--- config.mk ---
export PLATFORM = sky130hd
export DESIGN_NAME = fifo_wr_arbiter_flat
export DESIGN_NICKNAME = d
export VERILOG_FILES = /design/src/rtl/fifo_wr_arbiter_if.sv /design/src/rtl/fifo_wr_arbiter.sv /design/src/flat_wrapper.sv
export SDC_FILE = /design/constraint.sdc
export NUM_CORES = 1
export LEC_CHECK = 0
export ABC_AREA = 1
export CAP_MARGIN = 0
export CORE_ASPECT_RATIO = 1.75
export CORE_UTILIZATION = 42
export DETAILED_ROUTE_END_ITERATION = 10
export PLACE_DENSITY_LB_ADDON = 0.2
export REMOVE_ABC_BUFFERS = 1
export SLEW_MARGIN = 10
export SYNTH_ARGS = -nofsm -noshare
export SYNTH_HDL_FRONTEND = slang
export SYNTH_SLANG_ARGS = --single-unit
--- constraint.sdc ---
create_clock -name wclk -period 2.83 [get_ports wclk]
set_input_delay 0.849 -clock wclk [delete_from_list [all_inputs] [get_ports wclk]]
set_output_delay 0.849 -clock wclk [all_outputs]
set_load 0.01 [all_outputs]
--- src/rtl/fifo_wr_arbiter_if.sv ---
// Write-side bundle between the requesters, the round-robin arbiter and the FIFO write port.
// The master modport is the arbiter; the slave modport is the requester/FIFO side.
interface fifo_wr_arbiter_if #(
    parameter int NREQ  = 4,
    parameter int DSIZE = 8,
    parameter int IDW   = (NREQ > 1) ? $clog2(NREQ) : 1
);
    logic [NREQ-1:0]       req_valid;
    logic [NREQ-1:0]       req_last;
    logic [NREQ*DSIZE-1:0] req_data;
    logic [NREQ-1:0]       req_ready;
    logic                  wfull;
    logic                  winc;
    logic [DSIZE-1:0]      wdata;
    logic [NREQ-1:0]       grant;
    logic [IDW-1:0]        grant_id;

    modport master (
        input  req_valid, req_last, req_data, wfull,
        output req_ready, winc, wdata, grant, grant_id
    );

    modport slave (
        output req_valid, req_last, req_data, wfull,
        input  req_ready, winc, wdata, grant, grant_id
    );
endinterface

--- src/rtl/fifo_wr_arbiter.sv ---
// Round-robin arbiter sharing one async-FIFO write port among NREQ requesters.
// A grant lasts up to BURST_MAX words, ending early on req_last or after TIMEOUT idle cycles.
module fifo_wr_arbiter #(
    parameter int NREQ      = 4,
    parameter int DSIZE     = 8,
    parameter int BURST_MAX = 4,
    parameter int TIMEOUT   = 8,
    parameter int IDW       = (NREQ > 1) ? $clog2(NREQ) : 1
) (
    input logic              wclk,
    input logic              wrst,
    fifo_wr_arbiter_if.master bus
);
    localparam int BW = (BURST_MAX > 1) ? $clog2(BURST_MAX) : 1;
    localparam int TW = (TIMEOUT > 1) ? $clog2(TIMEOUT) : 1;
    localparam logic [BW-1:0]  BURST_LAST = BW'(BURST_MAX - 1);
    localparam logic [TW-1:0]  IDLE_LAST  = TW'(TIMEOUT - 1);
    localparam logic [IDW-1:0] ID_LAST    = IDW'(NREQ - 1);

    typedef enum logic {IDLE, GRANT} state_t;

    state_t          state_q;
    logic [NREQ-1:0] grant_q;
    logic [IDW-1:0]  grantId_q;
    logic [IDW-1:0]  rrPtr_q;
    logic [BW-1:0]   burstCnt_q;
    logic [TW-1:0]   idleCnt_q;

    logic [IDW-1:0]   selId_d;
    logic             selFound_d;
    logic [IDW-1:0]   hiId;
    logic             hiFound;
    logic             ownValid;
    logic             ownLast;
    logic [DSIZE-1:0] ownData;
    logic [NREQ-1:0]  readyVec;
    logic             xfer;
    logic             doRelease;

    // Lowest valid index at or above rrPtr wins; otherwise wrap to the lowest valid index overall.
    always_comb begin
        hiId       = '0;
        hiFound    = 1'b0;
        selId_d    = '0;
        selFound_d = 1'b0;
        for (int j = NREQ - 1; j >= 0; j--) begin
            if (bus.req_valid[j]) begin
                if (IDW'(j) >= rrPtr_q) begin
                    hiFound = 1'b1;
                    hiId    = IDW'(j);
                end
                selFound_d = 1'b1;
                selId_d    = IDW'(j);
            end
        end
        if (hiFound) begin
            selId_d = hiId;
        end
    end

    always_comb begin
        ownValid = 1'b0;
        ownLast  = 1'b0;
        ownData  = '0;
        readyVec = '0;
        for (int j = 0; j < NREQ; j++) begin
            if (grantId_q == IDW'(j)) begin
                ownValid = bus.req_valid[j];
                ownLast  = bus.req_last[j];
                ownData  = bus.req_data[j*DSIZE +: DSIZE];
            end
        end
        xfer = (state_q == GRANT) && ownValid && !bus.wfull;
        for (int j = 0; j < NREQ; j++) begin
            readyVec[j] = xfer && (grantId_q == IDW'(j));
        end
        // A wfull stall is neither a transfer nor an idle cycle, so it can never end the grant.
        doRelease = (state_q == GRANT) &&
                    ((xfer && (ownLast || burstCnt_q == BURST_LAST)) ||
                     (!ownValid && idleCnt_q == IDLE_LAST));
    end

    assign bus.winc      = xfer;
    assign bus.wdata     = (state_q == GRANT) ? ownData : '0;
    assign bus.req_ready = readyVec;
    assign bus.grant     = grant_q;
    assign bus.grant_id  = grantId_q;

    always_ff @(posedge wclk) begin
        if (!wrst) begin
            state_q    <= IDLE;
            grant_q    <= '0;
            grantId_q  <= '0;
            rrPtr_q    <= '0;
            burstCnt_q <= '0;
            idleCnt_q  <= '0;
        end else begin
            case (state_q)
                IDLE: begin
                    if (selFound_d) begin
                        state_q    <= GRANT;
                        grant_q    <= NREQ'(1) << selId_d;
                        grantId_q  <= selId_d;
                        burstCnt_q <= '0;
                        idleCnt_q  <= '0;
                    end
                end
                GRANT: begin
                    if (doRelease) begin
                        state_q    <= IDLE;
                        grant_q    <= '0;
                        grantId_q  <= '0;
                        rrPtr_q    <= (grantId_q == ID_LAST) ? '0 : grantId_q + 1'b1;
                        burstCnt_q <= '0;
                        idleCnt_q  <= '0;
                    end else if (xfer) begin
                        burstCnt_q <= burstCnt_q + 1'b1;
                        idleCnt_q  <= '0;
                    end else if (!ownValid) begin
                        idleCnt_q  <= idleCnt_q + 1'b1;
                    end
                end
                default: state_q <= IDLE;
            endcase
        end
    end
endmodule

--- src/flat_wrapper.sv ---
// flat-port wrapper written by rule: the top's interface ports become plain ports
module fifo_wr_arbiter_flat 
#(
    parameter int NREQ      = 4,
    parameter int DSIZE     = 8,
    parameter int BURST_MAX = 4,
    parameter int TIMEOUT   = 8,
    parameter int IDW       = (NREQ > 1) ? $clog2(NREQ) : 1
)
  (wclk, wrst, bus_req_valid, bus_req_last, bus_req_data, bus_wfull, bus_req_ready, bus_winc, bus_wdata, bus_grant, bus_grant_id);
  fifo_wr_arbiter_if #(.NREQ(NREQ), .DSIZE(DSIZE), .IDW(IDW)) bus_i ();
  input logic wclk;
  input logic wrst;
  input wire logic [$bits(bus_i.req_valid)-1:0] bus_req_valid;
  input wire logic [$bits(bus_i.req_last)-1:0] bus_req_last;
  input wire logic [$bits(bus_i.req_data)-1:0] bus_req_data;
  input wire logic [$bits(bus_i.wfull)-1:0] bus_wfull;
  output wire logic [$bits(bus_i.req_ready)-1:0] bus_req_ready;
  output wire logic [$bits(bus_i.winc)-1:0] bus_winc;
  output wire logic [$bits(bus_i.wdata)-1:0] bus_wdata;
  output wire logic [$bits(bus_i.grant)-1:0] bus_grant;
  output wire logic [$bits(bus_i.grant_id)-1:0] bus_grant_id;
  assign bus_i.req_valid = bus_req_valid;
  assign bus_i.req_last = bus_req_last;
  assign bus_i.req_data = bus_req_data;
  assign bus_i.wfull = bus_wfull;
  assign bus_req_ready = bus_i.req_ready;
  assign bus_winc = bus_i.winc;
  assign bus_wdata = bus_i.wdata;
  assign bus_grant = bus_i.grant;
  assign bus_grant_id = bus_i.grant_id;
  fifo_wr_arbiter #(.NREQ(NREQ), .DSIZE(DSIZE), .BURST_MAX(BURST_MAX), .TIMEOUT(TIMEOUT), .IDW(IDW)) u_core (.wclk(wclk), .wrst(wrst), .bus(bus_i));
endmodule
Yosys cells after proc, flatten, opt, wreduce, memory -nomap -nowiden
Cells that the tools add are included.
- flip-flop bits (word level): 14
- input port bits: 43
- output and inout port bits: 19
- word-level logic and storage cells: 99
- $add $sub $neg: 3
- $lt $le $gt $ge: 4
- equal/unequal tests: 9
- shift-type cells: 1
- multiplexer cells: 57
- bitwise operators: 1
- reduce and logical (&&, ||, !) cells: 18
- operator list (kind ; count):
    8-bit 2-to-1 mux ; 5
    2-bit 2-to-1 mux ; 19
    1-bit 2-to-1 mux ; 22
    3-bit 2-to-1 mux ; 4
    1-bit logical AND ; 9
    4-bit 2-to-1 mux ; 2
    2-bit case mux with 2 select lines ; 2
    4-bit case mux with 2 select lines ; 1
    2-bit AND reduction ; 4
    2-bit == test (second input constant) ; 3
    3-bit case mux with 2 select lines ; 1
    2-bit by 1-bit adder with 2-bit output (second input constant) ; 2
    1-bit by 2-bit >= comparator with 1-bit output (first input constant) ; 2
    2-bit >= comparator (first input constant) ; 2
    4-bit inequality test (second input constant) ; 1
    1-bit by 2-bit left shift with 4-bit output (first input constant) ; 1
    3-bit by 1-bit adder with 3-bit output (second input constant) ; 1
    3-bit == test (second input constant) ; 1
    3-bit inequality test (second input constant) ; 1
    2-bit by 1-bit == test with 1-bit output (second input constant) ; 1
    1-bit zero test ; 2
    2-bit zero test ; 1
    1-bit logical OR ; 2
    2-bit by 1-bit inequality test with 1-bit output (second input constant) ; 1
    3 further kinds ; 3

Logic depth before layout (Yosys ltp)
- depth in word-level cells: 13
- gate-level depth with buffers: 15

Worst setup path before layout
No wires, ideal clock.
- path type: input port to output port
- start: in bus_req_valid[2]
- end: out bus_req_ready[0]
- arrival time: 1.444 ns
- data required time: 1.981 ns
- setup slack: 0.537 ns
- stages: 6
- buffers on the path: 0
- cells stage by stage: inv_1 -> a21oi_1 -> nand2_2 -> nand2_4 -> nand2_4 -> nor2_1
- longest elaborated chain between the ends: 5
- RTL lines (item ; line ; source):
    from (decl) ; flat_wrapper.sv:14 ; input wire logic [$bits(bus_i.req_valid)-1:0] bus_req_valid;
    1-bit 2-to-1 mux (2 in series) ; fifo_wr_arbiter.sv:67 ; if (grantId_q == IDW'(j)) begin
    1-bit logical AND (2 in series) ; fifo_wr_arbiter.sv:73 ; xfer = (state_q == GRANT) && ownValid && !bus.wfull;
    1-bit logical AND ; fifo_wr_arbiter.sv:75 ; readyVec[j] = xfer && (grantId_q == IDW'(j));
    to (decl) ; flat_wrapper.sv:18 ; output wire logic [$bits(bus_i.req_ready)-1:0] bus_req_ready;
Every way passes these cells.

Worst setup path after layout
- start: in bus_req_data[12]
- end: out bus_wdata[4]
- longest elaborated chain between the ends: 4
- RTL lines (item ; line ; source):
    from (decl) ; flat_wrapper.sv:16 ; input wire logic [$bits(bus_i.req_data)-1:0] bus_req_data;
    8-bit 2-to-1 mux (3 in series) ; fifo_wr_arbiter.sv:67 ;
    8-bit 2-to-1 mux ; fifo_wr_arbiter.sv:84 ; assign bus.wdata = (state_q == GRANT) ? ownData : '0;
    to (decl) ; flat_wrapper.sv:20 ; output wire logic [$bits(bus_i.wdata)-1:0] bus_wdata;
Every way passes these cells.

==> results.toml <==
[yosys]
syn_area_per_cell_um2 = 6.20
synth_cell_type_count = 27
syn_area_um2 = 1180
ys_warn_count = 0
synth_cells = 190
ys_ff_latch = 14
ys_seq_area_share_pct = 23.8

[status]
status = "finished clean"

[finish]
fillCellCount = 243
nets = 321
regArea_um2 = 282
antenna_cells = 0
final_common_cell = "clkdlybuf4s50_1"
multiInputGateArea_um2 = 786
area_growth_pct = 67.1
stdcell_count = 296
final_layout_size_suffix_gt1_share_pct = 21.6
final_cell_mix = "clkdlybuf4s50_1 (42), a21oi_1 (27), nand2_1 (26), nor2_1 (25), buf_4 (20)"

[min_path]
hold_path.class = "reg -> reg"

[setup_path]
cp.arrival_ps = 1970
cp_slowest_cell = "clkdlybuf4s50_1"
crit_family = "buffers and inverters"
crit_path_start_kind = "input port"
crit_fanout = 1
rrSetupSlack_ps = 710
path_cells = "clkdlybuf4s50_1, nor2_1, o21ai_1, buf_4, o21ai_2, a21oi_1, buf_2"
worstSetupPathType = "in -> out"
path_buf_inv = 3
critPathRequiredTime_ps = 1980
cpPeakStageDelay_ps = 460
worstSetupEndpointType = "output pin"

[route]
via_count = 1545
viasPerCell = 5.22
routed_wl_um = 3850
dr.pass1.iters = 4
ant_nets = 0
drc_errors = 0
wl_per_cell_um = 13.0
drt-initial-drc-count = 22

[clock_network]
clk_transition_reported_paths_ps = 50
htreeDepth = 1
cts_tree = "yes"
clock_latency_ps = 250
cts_buffer_depth = 2
cts_buffers = 3
holdBufCountCts = 0
ctsRootBufferMaster = "clkbuf_8"
clock-sinks = 14

[global_route]
use_met3_pct = 3.23
grt_pass1_vias = 1379
grt_max_degree = 18
grt_pass1_wl_um = 5850
antenna_found_initial = 0
grt.overflow.total = 0
busiest_layer = "met2"
met1_usage_pct = 24.3
met2_usage_pct = 49.8
grt_util_all_layers_pct = 24.9

[sta]
hold_ws_ps = 468
hold_viol_final = 0
finalCritPeriodShare_pct = 99.5
fmax_ghz = 0.355
drv_slew = 0
tightest_slew_ps = 469
clock-skew-final_ps = 2.42
setup_viol = 0
slew_headroom_pct = 68.5
period_needed_ps = 2820
rsz0062_at_grt = "yes"

[pwr]
power_leakage_nw = 0.934
powerDensity_nw_per_um2 = 333
irDropWorstVdd_mv = 0.344

[placed_design]
dp_hpwl_um = 3000
io_buffers = 61
gp_congestion = 0.800
dp.cells = 292

[die]
dieHeight_um = 72.0
coreArea_um2 = 2690
fp-row-count = 25
die_w_um = 42.0
start_util_pct = 43.8
dieArea_um2 = 3030
pin_count = 62

[job]
maxCapViolations = 0
[path summary, 6_finish.rpt]
| kind | from | to | depth (start not counted) |
|---|---|---|---|
| worst max-delay path | bus_req_data[12] | bus_wdata[4] | 7 |
| worst min-delay path | u_core.bus.grant[2] | u_core.bus.grant[2] | 2 |
| worst max register to register | u_core.bus.grant_id[0] | u_core.bus.grant_id[0] | 15 |
| worst min register to register | u_core.bus.grant[2] | u_core.bus.grant[2] | 2 |
[cell usage after synthesis]
master    count  area, um^2
a21oi_1      29         145
nand2_1      27         101
o21ai_0      27         135
nor2_1       25        93.8
inv_1        20        75.1
dfxtp_1      14         280
nand3_1      11        55.1
ha_1          7        87.6
inv_2         4        15.0
clkbuf_1      3        11.3
nand2_2       3        18.8
nand2_4       2        22.5
nand4_1       2        12.5
nor2_2        2        12.5
nor3_1        2        10.0
a21oi_2       1        8.76
and3_1        1        6.26
buf_2         1        5.00
buf_4         1        7.51
buf_6         1        11.3
clkinv_1      1        3.75
nand3_2       1        10.0
o211ai_2      1        12.5
o21ai_4       1        16.3
o22ai_1       1        6.26
o31ai_1       1        7.51
or2_1         1        6.26
[flip-flops by register name, indices dropped and copies added (netlist names)]
register and cells:
u_core.state_q 1, u_core.bus.grant 4, u_core.rrPtr_q 2, u_core.burstCnt_q 2
u_core.idleCnt_q 3, u_core.bus.grant_id 2
[worst min-delay path: stages, from the launching register on]
cell     delay, ps
dfxtp_1        310
nand2_1         60
a21oi_1         50
[layout make-up]
class | instances | area share [%]
Tap cell | 27 | 1.72
Multi-Input combinational cell | 145 | 39.9
Clock buffer | 3 | 2.10
Timing Repair Buffer | 82 | 37.2
Inverter | 25 | 4.77
Sequential cell | 14 | 14.3
[report_power, final]
group          leakage (nW)  switching (mW)  internal, mW
combinational         0.798           0.134         0.146
clock                0.0216          0.0667        0.0942
sequential            0.115         0.00641         0.208
[per-layer routing]
metal,vias up,routed length (um)
met1,692,1440
met4,0,63
met2,56,2100
met5,-,0
li1,792,-
met3,5,245
[stage by stage]
stage / util, % / instance area, um^2 / TNS, ps / setup WS, ps / power [mW]
6_report: 73.1 / 1970 / 0 / 14.2 / 0.656
5_1_grt: 73.1 / 1970 / -27.6 / -27.6 / 0.696
4_1_cts: 73.2 / 1970 / 0 / 5.11 / 0.661
3_5_place_dp: 72.5 / 1950 / -5250 / -463 / 0.501
3_3_place_gp: 72.5 / 1950 / -5070 / -463 / 0.496
2_1_floorplan: - / 1140 / 0 / 408 / 0.342
[timing repair]
item | 4_1_cts | 5_1_grt
buffers inserted | 1 | 0
setup endpoints to repair | 13 | 8
pin swaps | 5 | 4
gates resized for setup | 59 | 15
[cell families after synthesis]
family          Yosys count  synth area share, %
compound gates           61                 28.2
buf+inv                  31                 10.9
flops                    14                 23.8
fa+ha+maj                 7                 7.44
simple gates             77                 29.6
Note: power is estimated with default switching activity, not from simulation.
